**config.mk**
```make
export PLATFORM = sky130hd
export DESIGN_NAME = uart_rx
export DESIGN_NICKNAME = d
export VERILOG_FILES = /design/src/rtl/uart_pkg.sv /design/src/rtl/baud_tick_gen.sv /design/src/rtl/uart_rx.sv
export SDC_FILE = /design/constraint.sdc
export NUM_CORES = 1
export LEC_CHECK = 0
export CORE_ASPECT_RATIO = 2
export CORE_MARGIN = 2
export CORE_UTILIZATION = 60
export CTS_CLUSTER_SIZE = 24
export DETAILED_ROUTE_END_ITERATION = 10
export PLACE_DENSITY_LB_ADDON = 0.08
export SLEW_MARGIN = 25
export SYNTH_ARGS = -nofsm -noshare
export SYNTH_HDL_FRONTEND = slang
export SYNTH_SLANG_ARGS = --single-unit
```
**constraint.sdc**
```tcl
create_clock -name clk -period 4.3 [get_ports clk]
set_input_delay 0.645 -clock clk [delete_from_list [all_inputs] [get_ports clk]]
set_output_delay 0.645 -clock clk [all_outputs]
set_load 0.05 [all_outputs]
```
**src/rtl/uart_pkg.sv**
```systemverilog
// Shared UART definitions: receiver state encoding and oversampling constants.
// Imported by the receive path and by the shared baud tick generator.
package uart_pkg;

    // Receiver FSM states.
    typedef enum logic [1:0] {
        IDLE  = 2'd0,
        START = 2'd1,
        DATA  = 2'd2,
        STOP  = 2'd3
    } rx_state_t;

    // Ticks per bit period.
    localparam int unsigned OVERSAMPLE = 16;

    // Sample count at the middle of the start bit (7 ticks after the edge).
    localparam logic [3:0] MID_SAMPLE = 4'd7;

    // Sample count that completes one full bit period.
    localparam logic [3:0] LAST_SAMPLE = 4'd15;

endpackage : uart_pkg

```
**src/rtl/baud_tick_gen.sv**
```systemverilog
// Free-running oversample tick generator.
// Produces a one-clock s_tick every DIV clocks. It is never restarted, so the
// Rx and Tx paths can share one instance.
// Ports:
//   clk    in  system clock, rising edge
//   rst_n  in  asynchronous active-low reset
//   s_tick out one-clock pulse each time the counter wraps
module baud_tick_gen #(
    parameter int unsigned DIV = 54
) (
    input  logic clk,
    input  logic rst_n,
    output logic s_tick
);

    localparam int unsigned CNT_W = (DIV > 1) ? $clog2(DIV) : 1;
    localparam logic [CNT_W-1:0] CNT_LAST = CNT_W'(DIV - 1);

    logic [CNT_W-1:0] cnt_q;
    logic [CNT_W-1:0] cnt_d;
    logic             tick_q;
    logic             tick_d;

    // Next counter value and wrap detection.
    always_comb begin
        cnt_d  = cnt_q;
        tick_d = 1'b0;
        if (cnt_q == CNT_LAST) begin
            cnt_d  = '0;
            tick_d = 1'b1;
        end else begin
            cnt_d  = cnt_q + CNT_W'(1);
            tick_d = 1'b0;
        end
    end

    // Counter and registered tick.
    always_ff @(posedge clk or negedge rst_n) begin
        if (!rst_n) begin
            cnt_q  <= '0;
            tick_q <= 1'b0;
        end else begin
            cnt_q  <= cnt_d;
            tick_q <= tick_d;
        end
    end

    assign s_tick = tick_q;

endmodule : baud_tick_gen

```
**src/rtl/uart_rx.sv**
```systemverilog
// UART receiver with 16x oversampling, LSB first, one stop bit.
// Ports:
//   clk           in   system clock, rising edge
//   rst_n         in   asynchronous active-low reset
//   rx            in   serial input, idle high, asynchronous to clk
//   rx_data       out  last correctly framed byte (bit0 = first received bit)
//   rx_done_tick  out  one-cycle pulse when rx_data is updated
//   frame_err     out  one-cycle pulse when the stop bit is sampled low
//   rx_busy       out  high while a frame is being received
module uart_rx
    import uart_pkg::*;
#(
    parameter int unsigned CLK_FREQ = 100_000_000,
    parameter int unsigned BAUD     = 115_200,
    parameter int unsigned DBIT     = 8
) (
    input  logic            clk,
    input  logic            rst_n,
    input  logic            rx,
    output logic [DBIT-1:0] rx_data,
    output logic            rx_done_tick,
    output logic            frame_err,
    output logic            rx_busy
);

    localparam int unsigned DIV = CLK_FREQ / (BAUD * OVERSAMPLE);
    localparam int unsigned NW  = $clog2(DBIT);
    localparam logic [NW-1:0] LAST_BIT = NW'(DBIT - 1);

    logic            s_tick;
    logic            sync1_q;
    logic            sync2_q;
    logic            rx_s;
    rx_state_t       state_q, state_d;
    logic [3:0]      s_q, s_d;
    logic [NW-1:0]   n_q, n_d;
    logic [DBIT-1:0] shreg_q, shreg_d;
    logic [DBIT-1:0] rx_data_q, rx_data_d;
    logic            done_q, done_d;
    logic            ferr_q, ferr_d;

    baud_tick_gen #(
        .DIV (DIV)
    ) u_tick (
        .clk    (clk),
        .rst_n  (rst_n),
        .s_tick (s_tick)
    );

    // Two-flop synchronizer; resets to the idle line level.
    always_ff @(posedge clk or negedge rst_n) begin
        if (!rst_n) begin
            sync1_q <= 1'b1;
            sync2_q <= 1'b1;
        end else begin
            sync1_q <= rx;
            sync2_q <= sync1_q;
        end
    end

    assign rx_s = sync2_q;

    // Next-state and datapath decisions; pulses default low every cycle.
    always_comb begin
        state_d   = state_q;
        s_d       = s_q;
        n_d       = n_q;
        shreg_d   = shreg_q;
        rx_data_d = rx_data_q;
        done_d    = 1'b0;
        ferr_d    = 1'b0;
        case (state_q)
            IDLE: begin
                if (!rx_s) begin
                    state_d = START;
                    s_d     = 4'd0;
                end else begin
                    state_d = IDLE;
                end
            end
            START: begin
                if (s_tick) begin
                    if (s_q == MID_SAMPLE) begin
                        // Still low at mid start bit: a real start, otherwise a glitch.
                        if (!rx_s) begin
                            state_d = DATA;
                            s_d     = 4'd0;
                            n_d     = '0;
                        end else begin
                            state_d = IDLE;
                        end
                    end else begin
                        s_d = s_q + 4'd1;
                    end
                end else begin
                    s_d = s_q;
                end
            end
            DATA: begin
                if (s_tick) begin
                    if (s_q == LAST_SAMPLE) begin
                        shreg_d = {rx_s, shreg_q[DBIT-1:1]};
                        s_d     = 4'd0;
                        if (n_q == LAST_BIT) begin
                            state_d = STOP;
                        end else begin
                            n_d = n_q + NW'(1);
                        end
                    end else begin
                        s_d = s_q + 4'd1;
                    end
                end else begin
                    s_d = s_q;
                end
            end
            STOP: begin
                if (s_tick) begin
                    if (s_q == LAST_SAMPLE) begin
                        // Leaving at mid stop bit lets the next start edge follow directly.
                        state_d = IDLE;
                        if (rx_s) begin
                            rx_data_d = shreg_q;
                            done_d    = 1'b1;
                        end else begin
                            ferr_d = 1'b1;
                        end
                    end else begin
                        s_d = s_q + 4'd1;
                    end
                end else begin
                    s_d = s_q;
                end
            end
            default: begin
                state_d = IDLE;
            end
        endcase
    end

    // FSM state and datapath registers.
    always_ff @(posedge clk or negedge rst_n) begin
        if (!rst_n) begin
            state_q   <= IDLE;
            s_q       <= 4'd0;
            n_q       <= '0;
            shreg_q   <= '0;
            rx_data_q <= '0;
            done_q    <= 1'b0;
            ferr_q    <= 1'b0;
        end else begin
            state_q   <= state_d;
            s_q       <= s_d;
            n_q       <= n_d;
            shreg_q   <= shreg_d;
            rx_data_q <= rx_data_d;
            done_q    <= done_d;
            ferr_q    <= ferr_d;
        end
    end

    assign rx_data      = rx_data_q;
    assign rx_done_tick = done_q;
    assign frame_err    = ferr_q;
    assign rx_busy      = (state_q != IDLE);

endmodule : uart_rx

```
### After elaboration in Yosys (flattened, before gate mapping)

Index checks and enable logic that the tools add are counted.

* $lt $le $gt $ge: 0
* muxes and demuxes: 35
* bitwise gates (word level): 0
* div/mod/pow operators: 0
* equal/unequal tests: 17
* $add $sub $neg: 3
* multiply operators: 0
* reductions and logical operators: 8
* shifts and indexed selects: 0

Operators with widths (number)
* two-way mux 4 bit: 7
* two-way mux 3 bit: 6
* two-way mux 2 bit: 8
* one-hot mux 4 bit (4 select lines): 1
* inequality test 2 bit, second input constant: 7
* AND reduction 7 bit: 2
* two-way mux 1 bit: 10
* one-hot mux 2 bit (4 select lines): 1
* AND reduction 4 bit: 2
* adder 6 x 1 -> 6 bit, second input constant: 1
* equality test 6 bit, second input constant: 1
* two-way mux 6 bit: 1
* inequality test 2 x 1 -> 1 bit, second input constant: 3
* one-hot mux 3 bit (2 select lines): 1
* adder 4 x 1 -> 4 bit, second input constant: 1
* equality test 2 bit, second input constant: 2
* equality test 4 x 3 -> 1 bit, second input constant: 1
* equality test 4 bit, second input constant: 1
* nonzero test 2 bit: 2
* adder 3 x 1 -> 3 bit, second input constant: 1
* equality test 3 bit, second input constant: 1
* AND reduction 3 bit: 1
* equality test 2 x 1 -> 1 bit, second input constant: 1
* logical NOT 2 bit: 1

* register bits after elaboration: 36
* RAM bits: 0
* memory bits (read-only): 0
* bits in latches: 0
* logic and storage cells: 74
* output and inout bits: 11
* bits of input ports: 3
* memories: 0

### Logic depth before layout (Yosys ltp)

* depth after elaboration: 5
* gate-level depth with buffers: 6
* mapped depth without buffers: 5

### Cells and area by module

A second synthesis with hierarchy kept.

* cells, all modules: 132
* area, all modules: 1622.8 µm²

By module, submodules not included
* uart_rx: seq. area each 728.2 µm², cells an instance 103, area an instance 1318.8 µm², times used 1
* baud_tick_gen: seq. area each 175.2 µm², cells an instance 29, area an instance 304.0 µm², times used 1

### Worst setup path after synthesis

OpenSTA, ideal clock, no wires.

* kind: register -> register
* start point: register s_q[0]
* end point: register shreg_q[0]
* buffers on the path: 1
* clock period less this slack: 1.587 ns
* cell stages (with the launch flop): 6
* setup time: 0.125 ns
* arrival time: 1.463 ns
* required time: 4.175 ns
* setup slack: 2.713 ns
* cell sequence: dfrtp_1 ha_1 and4_1 buf_4 nand2_2 mux2_2

* longest elaborated chain between the ends: 2

RTL lines
* from (decl): line uart_rx.sv:35 `logic [3:0] s_q, s_d;`
* from (signal assigned): line uart_rx.sv:144 `s_q <= 4'd0;`
* from (signal assigned): line uart_rx.sv:152 `s_q <= s_d;`
* equality test 4 bit: line uart_rx.sv:101 `if (s_q == LAST_SAMPLE) begin`
* AND reduction 3 bit (no source line)
* to (signal assigned): line uart_rx.sv:154 `shreg_q <= shreg_d;`
* to (decl): line uart_rx.sv:37 `logic [DBIT-1:0] shreg_q, shreg_d;`

No other way between the ends.
A chain may end at the register's enable or synchronous reset.

==> impl_results.md <==
* Worst setup EP type: output pin
* Diode count at 0
* CP Launch Type: flop
* Max Cap Viol at 0
* Fraction of registers with async set/reset at 100%
* HP Class: flop to flop
* IO Count at 14
* Post-synthesis sequential area ratio at 55.4%
* Dpl cells at 172
* R2r endpoint: n_q[2]
* Worst Skew at 5.72 ps
* Via/cell ratio at 5.91
* WL final at 2.72 mm
* Top FF cell, synth: dfrtp_1
* Hold endpoint: rx_s
* Flop pwr share at 60.8%
* Largest net degree at the start of global routing at 37
* Total power at 562 µW
* Final core utilization at 72.2%
* Global-route wire length before repair at 4.47 mm
* Setup TNS at 0 ps
* Die ar. at 3180 µm²
* Area of placed instances at 1780 µm²
* Tot GR Track Use at 21.2%
* Gr ovfl total at 0
* Worst stage delay on the critical path at 790 ps
* # setup viols final at 0
* RSZ-0062 raised after global routing: false
* Design internal power at 454 µW
* P_sw at 108 µW
* CTS tree: built
* Crit Path Category: flop to output pin
* Worst setup margin at 1690 ps
* Most common cell after layout, fill and taps aside: dfrtp_1
* Post-cts sizing count at 0
* Final hold vios at 0
* Max FO, Critical Path at 14
* Top cells by area, synth: dfrtp_1 52%, mux2_2 11%, ha_1 3.8%, dfstp_2 3.2%, nand2_1 2.8%
* Setup Buffers After CTS at 0
* Max clock buf depth at 2
* Clock Power Share at 37.6%
* Rel. slew slack at 61.9%
* Worst slew pin tran at 568 ps
* Die height at 77.7 µm
* Detailed Routing Iterations Pass 1 at 4
* Cell Count, Final, Fillers Out at 179
* I/O Buffers at 13
* Yosys cell types at 38
* FF-to-FF Start: s_q[0]
* Post-synth EDFFs at 0
* Synth Area per Inst at 12.2 µm²
* Fraction of layout instances using a drive strength above 1 at 18.5%
* Post-Syn Area at 1630 µm²
* Flops & latches, synth at 36
* Area grow syn2layout at 13.7%
* Final period util at 60.6%
* Sw Share at 19.3%
* Worst-path cell chain: nor2_1, inv_1, clkdlybuf4s50_1
* Clock transition at path regs at 60 ps
* Post-layout instance area at 1860 µm²
* Required time worst endpoint at 3650 ps
* Status: completed
* Drt drc at 0
* R2r setup slk at 2550 ps
* Hold path startpoint: sync1_q
* Number of global-route vias before repair at 1,016
* Achievable Freq at 0.384 GHz
* Core ar. at 2570 µm²
* Root buffer cell: clkbuf_8
* Commonest cells after routing, fill and taps aside: 34 x dfrtp_1, 16 x mux2_2, 13 x clkdlybuf4s50_1
* DRT iter0 DRCs at 13
* FF-to-FF path depth at 5
* Synthesized Nets at 142
* # nets final at 159
* Hold slack at 357 ps
* Initial Utilization at 63.5%
* Tmin final at 2610 ps
* Leakage at 0.863 nW
* Crit path max-delay cell type: clkdlybuf4s50_1
* Initial antenna violation count at 0
* Die width at 40.9 µm
* Hold buffers post-CTS at 0
* Cells after synthesis at 134
* DR WL/cell at 15.2 µm
* Max-slew violations at 0
* Crit path DAT at 1960 ps
* CTS Sinks at 36
* Hold-critical path depth at 0
* Top cell type's share of synthesized area at 52.1%
* Yosys top cell by area: dfrtp_1
* Clk_lat worst skew at 280 ps
* H-tree levels at 2
* Ys Warns at 0
* Final ANT Viol Nets at 0
* Final GP Congestion at 0.681
* Pwr Density at 303 nW/µm²
* Via count at 1,058
* Max IR drop VDD at 0.349 mV
* CTS Buf Count at 5
* Floorplan row count at 26
* Dpl ws at 2010 ps
* Comb pwr share at 1.6%
* DP HPWL at 2.01 mm
==> worst max path at each step <==
stage           start         end  slack [ps]  depth (start not counted)
6_report         flop     rx_busy        1690                          3
3_5_place_dp     flop     rx_busy        2010                          3
5_1_grt          flop     rx_busy        1560                          3
3_3_place_gp     flop     rx_busy        2050                          3
2_1_floorplan  s_q[0]  shreg_q[0]        2710                          5
4_1_cts          flop     rx_busy        1700                          3
==> layer usage <==
layer  wire, µm  global-route usage [%]  share of wire [%]  up-vias
li1           -                       -                  -      505
met2       1510                    34.8                 56       21
met3         91                    6.00                3.4        6
met1       1040                    22.3                 38      526
met5          0                       0                  0        -
met4         72                    11.0                2.7        0
==> critical path: cells and delay by family (launching register included) <==
family / cells / cell delay [ps]
AND/OR/NAND/NOR: 1 / 160
flip-flops: 1 / 660
buffers and inverters: 2 / 870
==> power groups by stage <==
| stage | clock network (mW) | logic [mW] | registers [mW] |
|---|---|---|---|
| floorplan | 0 | 0.000327 | 0.348 |
| global placement | 0 | 0.00907 | 0.348 |
| detailed placement | 0 | 0.00933 | 0.348 |
| CTS | 0.220 | 0.00925 | 0.342 |
| global route | 0.236 | 0.0106 | 0.342 |
| finish | 0.212 | 0.00887 | 0.342 |
==> Yosys cell counts, types with 2 or more instances <==
master    n
mux2i_1   3
xor2_1    2
buf_4     2
mux2_2   16
nand3_1   4
nand2_1  12
ha_1      5
nor2_1    9
dfrtp_1  34
nor2b_1   2
buf_2     2
inv_1     6
xnor2_1   2
dfstp_2   2
a211o_1   2
a22o_1    2
nor3_1    3
o21ai_0   6
==> cell type report <==
class | instances | area [µm²]
fill | 184 | 714
clock buffer | 7 | 76.3
sequential | 36 | 903
tap | 28 | 35.0
inverter | 6 | 22.5
timing repair buffer | 14 | 138
multi-input combinational | 88 | 681
==> cells by family after synthesis <==
logic type,Yosys count,share of synthesized area [%]
AOI/OAI and AO/OA,20,10.0
and+or+nand+nor,40,12.8
xor gates and xnor gates,4,2.15
muxes,19,12.9
adders and majority gates,5,3.83
buffers and inverters,10,2.91
DFF,36,55.4
==> state kept, by name, summed over array words and instances, names as in the netlist, 3 cells and up, named ones only <==
name / cells
shreg_q: 8
u_tick.cnt_q: 6
rx_data: 8
n_q: 3
s_q: 4
Note: power is estimated with default switching activity, not from simulation.
